`src/rtl/ame_line_feeder.sv`:
```
// ame_line_feeder: holds a 6x6 pixel window and streams it to the gradient engine as six 6-pixel lines.
// Latency: start sampled at T -> comp_init_o at T+1, line k at T+2+k, feed_done_o one cycle after comp_done_i.
// Backpressure: none toward the loader; writes/starts that cannot be taken are dropped and flag sticky wr_err_o.
// Build option AME_FEED_PINGPONG_EN: two window banks, back-to-back job chaining, up to two jobs outstanding.
module ame_line_feeder #(
  parameter int LINE_DATA_BITS = 7
) (
  input  logic                          clk_i,
  input  logic                          rst_i,
  input  logic                          wr_en_i,
  input  logic [2:0]                    wr_row_i,
  input  logic [2:0]                    wr_col_i,
  input  logic [LINE_DATA_BITS-1:0]     wr_data_i,
  input  logic                          start_i,
  input  logic                          dir_i,
  output logic                          busy_o,
  output logic                          wr_err_o,
  output logic                          comp_init_o,
  output logic [6*LINE_DATA_BITS-1:0]   line_data_o,
  input  logic                          comp_done_i,
  output logic                          feed_done_o
);

  localparam int W  = LINE_DATA_BITS;
  localparam int LW = 6 * LINE_DATA_BITS;

  typedef enum logic [1:0] {S_IDLE, S_INIT, S_FEED, S_WAIT} state_t;

  state_t          state_q, state_nxt;
  logic [2:0]      k_q, k_nxt;
  logic            chain_q, chain_nxt;
  logic [1:0]      ready_q, ready_nxt, ready_eff;
  logic [1:0]      inuse_q, inuse_nxt, inuse_left;
  logic [1:0]      dir_bank_q;
  logic            wr_bank_q, rd_bank_q, done_bank_q;
  logic            pend_bank_q, pend_dir_q, pend_dir_nxt;
  logic            cur_bank_q, cur_bank_nxt, cur_dir_q, cur_dir_nxt;
  logic            in_range, wr_ok, start_ok, done_ok, drop, launch;
  logic            comp_init_nxt;
  logic [LW-1:0]   line_nxt;
  logic            busy_q, err_q, comp_init_q, feed_done_q;
  logic [LW-1:0]   line_q;
  logic [W-1:0]    pix_q [2][6][6];

  // Decide which loader writes/starts and which engine completions are taken this cycle.
  always_comb begin
    in_range = (wr_row_i < 3'd6) && (wr_col_i < 3'd6);
`ifdef AME_FEED_PINGPONG_EN
    // The write bank may only be touched while it is neither queued nor being fed/awaited.
    wr_ok    = wr_en_i && in_range && !ready_q[wr_bank_q] && !inuse_q[wr_bank_q];
    start_ok = start_i && !ready_q[wr_bank_q] && !inuse_q[wr_bank_q];
    done_ok  = comp_done_i && inuse_q[done_bank_q];
`else
    wr_ok    = wr_en_i && in_range && (state_q == S_IDLE);
    start_ok = start_i && (state_q == S_IDLE);
    done_ok  = comp_done_i && (state_q == S_WAIT);
`endif
    drop      = (wr_en_i && in_range && !wr_ok) || (start_i && !start_ok);
    ready_eff = ready_q;
    if (start_ok) ready_eff[wr_bank_q] = 1'b1;
  end

  // Next-state, job launch and next registered output values.
  always_comb begin
    state_nxt     = state_q;
    k_nxt         = k_q;
    chain_nxt     = chain_q;
    cur_bank_nxt  = cur_bank_q;
    cur_dir_nxt   = cur_dir_q;
    launch        = 1'b0;
    comp_init_nxt = 1'b0;
    inuse_left    = inuse_q;
    if (done_ok) inuse_left[done_bank_q] = 1'b0;

    case (state_q)
      S_IDLE, S_WAIT: begin
        if (ready_eff[rd_bank_q]) begin
          launch        = 1'b1;
          comp_init_nxt = 1'b1;
          state_nxt     = S_INIT;
        end else if (inuse_left != 2'b00) begin
          state_nxt = S_WAIT;
        end else begin
          state_nxt = S_IDLE;
        end
      end
      S_INIT: begin
        state_nxt    = S_FEED;
        k_nxt        = 3'd0;
        cur_bank_nxt = pend_bank_q;
        cur_dir_nxt  = pend_dir_q;
      end
      S_FEED: begin
        if (k_q == 3'd5) begin
          if (chain_q) begin
            // Next job's line 0 follows line 5 directly; its comp_init went out with line 5.
            k_nxt        = 3'd0;
            chain_nxt    = 1'b0;
            cur_bank_nxt = pend_bank_q;
            cur_dir_nxt  = pend_dir_q;
          end else if (inuse_left != 2'b00) begin
            state_nxt = S_WAIT;
          end else begin
            state_nxt = S_IDLE;
          end
        end else begin
          k_nxt = k_q + 3'd1;
          // Launching while moving to line 5 puts comp_init_o alongside line 5.
          if ((k_q == 3'd4) && ready_eff[rd_bank_q]) begin
            launch        = 1'b1;
            comp_init_nxt = 1'b1;
            chain_nxt     = 1'b1;
          end
        end
      end
      default: state_nxt = S_IDLE;
    endcase

    ready_nxt = ready_eff;
    inuse_nxt = inuse_left;
    if (launch) begin
      ready_nxt[rd_bank_q] = 1'b0;
      inuse_nxt[rd_bank_q] = 1'b1;
    end
    // A bank started in this very cycle has not stored its direction yet.
    pend_dir_nxt = ready_q[rd_bank_q] ? dir_bank_q[rd_bank_q] : dir_i;

    line_nxt = '0;
    if (state_nxt == S_FEED) begin
      for (int i = 0; i < 6; i++) begin
        line_nxt[i*W +: W] = cur_dir_nxt ? pix_q[cur_bank_nxt][3'(i)][k_nxt]
                                         : pix_q[cur_bank_nxt][k_nxt][3'(i)];
      end
    end
  end

  // State, bank bookkeeping and registered outputs.
  always_ff @(posedge clk_i or posedge rst_i) begin
    if (rst_i) begin
      state_q     <= S_IDLE;
      k_q         <= 3'd0;
      chain_q     <= 1'b0;
      ready_q     <= 2'b00;
      inuse_q     <= 2'b00;
      dir_bank_q  <= 2'b00;
      wr_bank_q   <= 1'b0;
      rd_bank_q   <= 1'b0;
      done_bank_q <= 1'b0;
      pend_bank_q <= 1'b0;
      pend_dir_q  <= 1'b0;
      cur_bank_q  <= 1'b0;
      cur_dir_q   <= 1'b0;
      busy_q      <= 1'b0;
      err_q       <= 1'b0;
      comp_init_q <= 1'b0;
      feed_done_q <= 1'b0;
      line_q      <= '0;
    end else begin
      state_q     <= state_nxt;
      k_q         <= k_nxt;
      chain_q     <= chain_nxt;
      ready_q     <= ready_nxt;
      inuse_q     <= inuse_nxt;
      cur_bank_q  <= cur_bank_nxt;
      cur_dir_q   <= cur_dir_nxt;
      if (start_ok) dir_bank_q[wr_bank_q] <= dir_i;
      if (launch) begin
        pend_bank_q <= rd_bank_q;
        pend_dir_q  <= pend_dir_nxt;
      end
`ifdef AME_FEED_PINGPONG_EN
      if (start_ok) wr_bank_q   <= ~wr_bank_q;
      if (launch)   rd_bank_q   <= ~rd_bank_q;
      if (done_ok)  done_bank_q <= ~done_bank_q;
`endif
      busy_q      <= (state_nxt != S_IDLE);
      err_q       <= err_q | drop;
      comp_init_q <= comp_init_nxt;
      feed_done_q <= done_ok;
      line_q      <= line_nxt;
    end
  end

  // Window storage; contents are don't-care after reset.
  always_ff @(posedge clk_i) begin
    if (wr_ok) pix_q[wr_bank_q][wr_row_i][wr_col_i] <= wr_data_i;
  end

  assign busy_o      = busy_q;
  assign wr_err_o    = err_q;
  assign comp_init_o = comp_init_q;
  assign line_data_o = line_q;
  assign feed_done_o = feed_done_q;

endmodule

```
`config.mk`:
```
export PLATFORM = sky130hd
export DESIGN_NAME = ame_line_feeder
export DESIGN_NICKNAME = d
export VERILOG_FILES = /design/src/rtl/ame_line_feeder.sv
export SDC_FILE = /design/constraint.sdc
export NUM_CORES = 1
export LEC_CHECK = 0
export ABC_AREA = 1
export BUFFER_PORTS_ARGS = -buffer_cell sky130_fd_sc_hd__buf_2
export CORE_MARGIN = 10
export CORE_UTILIZATION = 44
export DETAILED_ROUTE_END_ITERATION = 8
export HOLD_SLACK_MARGIN = 0.06
export PLACE_DENSITY = 0.84
export SLEW_MARGIN = 10
export SYNTH_ARGS = -nofsm -noshare
export SYNTH_HDL_FRONTEND = slang
export SYNTH_SLANG_ARGS = --single-unit
```
`constraint.sdc`:
```
create_clock -name clk_i -period 3.3 [get_ports clk_i]
set_clock_uncertainty 0.1 [all_clocks]
set_input_delay 0.165 -clock clk_i [delete_from_list [all_inputs] [get_ports clk_i]]
set_output_delay 0.165 -clock clk_i [all_outputs]
set_load 0.005 [all_outputs]
```
; ---- Word level (Yosys, flattened, before mapping)
; Memory sizes are Yosys's and may differ from the RTL's.
; Index checks and enable logic that the tools add are counted.
[word_totals]
ff_bits = 62
ramBits = 504
rom_bits = 56
in_bits = 19
out_inout_bits = 46
elab_cells = 136
n_memories = 2
[classes]
addsub = 1
n_lt_le_gt_ge = 13
eq_ne = 6
mux = 67
n_bitwise = 10
n_reduce_logical = 22
[mem_list]
columns = name, depth, word_bits, rd, rd_clocked_by_memory_dff, wr, line
row1 = pix_q, 2, 252, 1, 0, 1, 43  ; logic [W-1:0] pix_q [2][6][6];
row2 = (name not given), 8, 7, 1, 0, 0, 131  ; line_nxt[i*W +: W] = cur_dir_nxt ? pix_q[cur_bank_nxt][3'(i)][k_nxt]
[ops]
columns = op, count
row1 = two-way mux 252 bit, 1
row2 = two-way mux 42 bit, 4
row3 = binary-select mux 42 bit (select 3 bit), 1
row4 = demux 42 bit (select 3 bit), 1
row5 = two-way mux 7 bit, 16
row6 = binary-select mux 7 bit (select 3 bit), 4
row7 = demux 7 bit (select 3 bit), 1
row8 = two-way mux 1 bit, 20
row9 = two-way mux 2 bit, 8
row10 = logical AND 1 bit, 13
row11 = ">= comparator 4 bit, second input constant", 3
row12 = inverter 3 -> 4 bit, 3
row13 = "less-than comparator 4 x 1 -> 1 bit, second input constant", 2
row14 = "== test 2 bit, second input constant", 3
row15 = "== test 3 bit, second input constant", 2
row16 = "less-than comparator 1 x 2 -> 1 bit, second input constant", 3
row17 = "less-than comparator 3 bit, second input constant", 2
row18 = two-way mux 3 bit, 2
row19 = case mux 1 bit (2 select lines), 3
row20 = case mux 2 bit (3 select lines), 1
row21 = case mux 3 bit (2 select lines), 1
row22 = nonzero test 2 bit, 3
row23 = AND 2 bit, 2
row24 = inverter 2 bit, 2
row25 = 12 further kinds, 18

; ---- Logic depth before layout (Yosys ltp)
[logic_depth]
word_depth = 14
mapped_depth = 9
mapped_depth_nobuf = 8

; ---- Least setup slack after synthesis
; Ideal clock, no wire load.
[synth_timing]
path_type = register -> register
start = reg state_q[0]
end = reg busy_q (netlist: busy_o)
setup_ns = 0.123
arrival_time_ns = 1.156
required_ns = 3.077
setup_slack_ns = 1.921
path_stages_with_launch = 7
path_buffers = 0
synth_period_minus_slack_ns = 1.379
path_cell_list = dfrtp_1 inv_1 ha_1 a21oi_1 nand3_1 nand2_1 nand3_2
[synth_between]
elab_chain_cells = 9
word_cells_on_any_way = 18
classes_between = eq/ne (3) / mux (9) / reduce/logical (6)
[synth_lines]
columns = item, line
row1 = start: declaration, 29  ; state_t state_q, state_nxt;
row2 = start signal: assignment, 159  ; state_q <= state_nxt;
row3 = == test 2 bit, "56, 75"
row4 = logical AND 1 bit, 56  ; done_ok = comp_done_i && (state_q == S_WAIT);
row5 = two-way mux 2 bit, 73  ; if (done_ok) inuse_left[done_bank_q] = 1'b0;
row6 = nonzero test 2 bit, "81, 101"
row7 = two-way mux 2 bit, "81, 101"
row8 = two-way mux 2 bit, 95  ; if (chain_q) begin
row9 = two-way mux 2 bit, 94  ; if (k_q == 3'd5) begin
row10 = case mux 2 bit (3 select lines) *, 75  ; case (state_q)
row11 = nonzero test 2 bit *, 176  ; busy_q <= (state_nxt != S_IDLE);
row12 = end signal: assignment, 176
row13 = end: declaration, 41  ; logic busy_q, err_q, comp_init_q, feed_done_q;
; Mark *: on every way between the ends. The rest lies on a longest branch, timed or not. The select of a mux whose other input is x is not followed.
; A chain may end at the register's enable or synchronous reset.

; ---- Worst setup path after layout
; Ends and elaborated chain as after synthesis.

==> results.sh <==
export IMPL_io_pins=65
export IMPL_period_share=0.4847
export IMPL_vias_per_cell=3.938
export IMPL_critPathRequiredTime_ns=3.37
export IMPL_clk_pin_slew_ns=0.08
export IMPL_cts_htree_levels=1
export IMPL_power_frac_seq=0.380
export IMPL_final_layout_size_suffix_gt1_frac=0.1805
export IMPL_path_class="reg2reg"
export IMPL_drt_pre_antenna_iters=4
export IMPL_ir_drop_mv=0.2784
export IMPL_swShare=0.4396
export IMPL_pwr_share_clk=0.142
export IMPL_avgSynthCellArea_um2=8.373
export IMPL_drv_cap=0
export IMPL_yosysMostFrequentCell="buf_4"
export IMPL_p_per_area_nw_per_um2=734.7
export IMPL_antenna_found_initial=0
export IMPL_area_growth_pct=-2.810
export IMPL_busiest_layer="met2"
export IMPL_synth_edf_count=0
export IMPL_finalHoldViolCount=0
export IMPL_root_buffer="clkbuf_4"
export IMPL_synth_distinct_cells=22
export IMPL_design_core_area_um2=2170
export IMPL_grt_setup_unrepaired="false"
export IMPL_synth_ff_type="dfrtp_1"
export IMPL_grt_max_degree=14
export IMPL_placed_cell_area_um2=905.9
export IMPL_cts_made_buffers=3
export IMPL_fin_area_um2=952.2
export IMPL_yosysTopAreaCell="dfrtp_1"
export IMPL_cts_tree="done"
export IMPL_die_area_um2=4514
export IMPL_synth_top_cell_area_share=0.3321
export IMPL_power_total_w=0.0006996
export IMPL_slew_violations=0
export IMPL_internal_power_w=0.0003921
export IMPL_synthTopCellsByCount="43 x buf_4, 15 x nand2_1, 13 x dfrtp_1"
export IMPL_status="completed"
export IMPL_rrSetupSlack_ns=1.70
export IMPL_setup_viol=0
export IMPL_fp_dieH_um=67.19
export IMPL_ys_ff_latch=13
export IMPL_synth_area_leaders="dfrtp_1 33%, buf_4 33%, nand2_1 5.7%"
export IMPL_cp_end_kind="register"
export IMPL_grt_met3_usage=0.02314
export IMPL_grt_overflow_total=0
export IMPL_cts_buffer_depth=2
export IMPL_period_minus_slack_ns=1.599
export IMPL_vias=634
export IMPL_diodes=0
export IMPL_start_util=0.4516
export IMPL_clock_sinks=13
export IMPL_crit_path_start_kind="register"
export IMPL_gp_congestion=0.8481
export IMPL_grt_total_usage=0.08179
export IMPL_grt_pass1_wl_um=2870
export IMPL_nets=157
export IMPL_clk_latency_ns=0.28
export IMPL_setup_tns_ns=0
export IMPL_port_buffers=12
export IMPL_synth_warnings=3
export IMPL_drt_total_wl_um=1868
export IMPL_drc=0
export IMPL_row_count=17
export IMPL_dp_cells=155
export IMPL_drtIter0Drc=22
export IMPL_grt_pass1_vias=659
export IMPL_dp_hpwl_um=1583
export IMPL_grt_util_met2=0.1469
export IMPL_seq_area_frac_synth=0.3321
export IMPL_syn_area_um2=979.7
export IMPL_netSwitchingPower_w=0.0003075
export IMPL_worst_path_max_fanout=5
export IMPL_combPwrFrac=0.478
export IMPL_final_core_util=0.4389
export IMPL_async_flop_share=1.000
export IMPL_ant_nets=0
export IMPL_finalNonFillerCells=161
export IMPL_die_w_um=67.19
export IMPL_max_freq_mhz=625.2
export IMPL_min_path_type="in2reg"
export IMPL_netlist_instances=117
export IMPL_grt_use_met1=0.08046
export IMPL_p_leak_nw=0.5402
export IMPL_wire_per_inst_um=11.60
export IMPL_arrival_ns=1.67
worst max-delay path, cell delays in order (launching register included):
cell	delay, ns
dfrtp_1	0.41
inv_1	0.09
ha_1	0.23
a21oi_1	0.35
nand3_1	0.13
nand2_1	0.11
nand3_2	0.07
cell usage in the layout, fill, tap and decap left out, drive strengths merged:
cell type / instances
conb: 42
nand4: 2
o211ai: 1
nand3: 7
dfrtp: 13
clkbuf: 4
xnor2: 1
nand2: 15
o21ai: 3
a31o: 1
nor2: 4
a21oi: 3
dlygate4sd3: 2
nand3b: 1
o21bai: 1
or2: 1
ha: 4
buf: 12
o22ai: 2
inv: 14
routing by layer:
metal	wire [um]	vias to the layer above
met5	0	-
met4	53	0
met1	644	280
li1	-	313
met2	932	36
met3	238	5
through the flow:
stage	worst slack (ns)	hold WS (ns)
global placement	1.768	0.1013
global route	1.578	0.1796
detailed placement	1.715	0.1143
floorplan	1.921	-0.05804
finish	1.701	0.1455
CTS	1.700	0.1531
path summary, 6_finish.rpt:
path	startpoint	to	cells after the start
min in group asynchronous	rst_i	chain_q	3
min	start_i	wr_err_o	4
max in group asynchronous	rst_i	k_q[0]	3
max reg2reg	state_q[0]	busy_o	6
min reg2reg	wr_err_o	wr_err_o	1
max	state_q[0]	busy_o	6
cell type report:
class	instances	area (um2)
Sequential cell	13	325.3
Multi-Input combinational cell	88	432.9
Timing Repair Buffer	14	80.08
Fill cell	222	1217
Tap cell	28	35.03
Clock buffer	4	26.28
Inverter	14	52.55
logic make-up after synthesis:
group                      after synthesis  share of synthesized area
AOI/OAI and AO/OA                       11                    0.07535
xor gates and xnor gates                 1                   0.008942
buffers and inverters                   57                     0.3831
and+or+nand+nor                         30                     0.1456
other                                    1                   0.003828
DFF                                     13                     0.3321
adders and majority gates                4                    0.05109
what timing repair did:
action,4_1_cts,5_1_grt
buffers inserted,0,0
endpoints found under the setup margin,0,0
hold buffers,2,0
hold endpoints to repair,14,0
gates resized for setup,0,0
power by group through the flow:
stage / Sequential, W / Clock, W / Combinational [W]
2_1_floorplan: 0.000261 / 0 / 0.000301
5_1_grt: 0.000276 / 0.000108 / 0.000389
4_1_cts: 0.000265 / 0.0000999 / 0.000336
3_3_place_gp: 0.000263 / 0 / 0.000312
3_5_place_dp: 0.000269 / 0 / 0.000332
6_report: 0.000266 / 0.0000993 / 0.000334
registers in the layout, summed over array words and instances (netlist names):
| register | flops |
|---|---|
| chain_q | 1 |
| feed_done_o | 1 |
| ready_q | 1 |
| comp_init_o | 1 |
| k_q | 3 |
| busy_o | 1 |
| wr_err_o | 1 |
| state_q | 2 |
| inuse_q | 2 |
(Power assumes the default switching activity.)
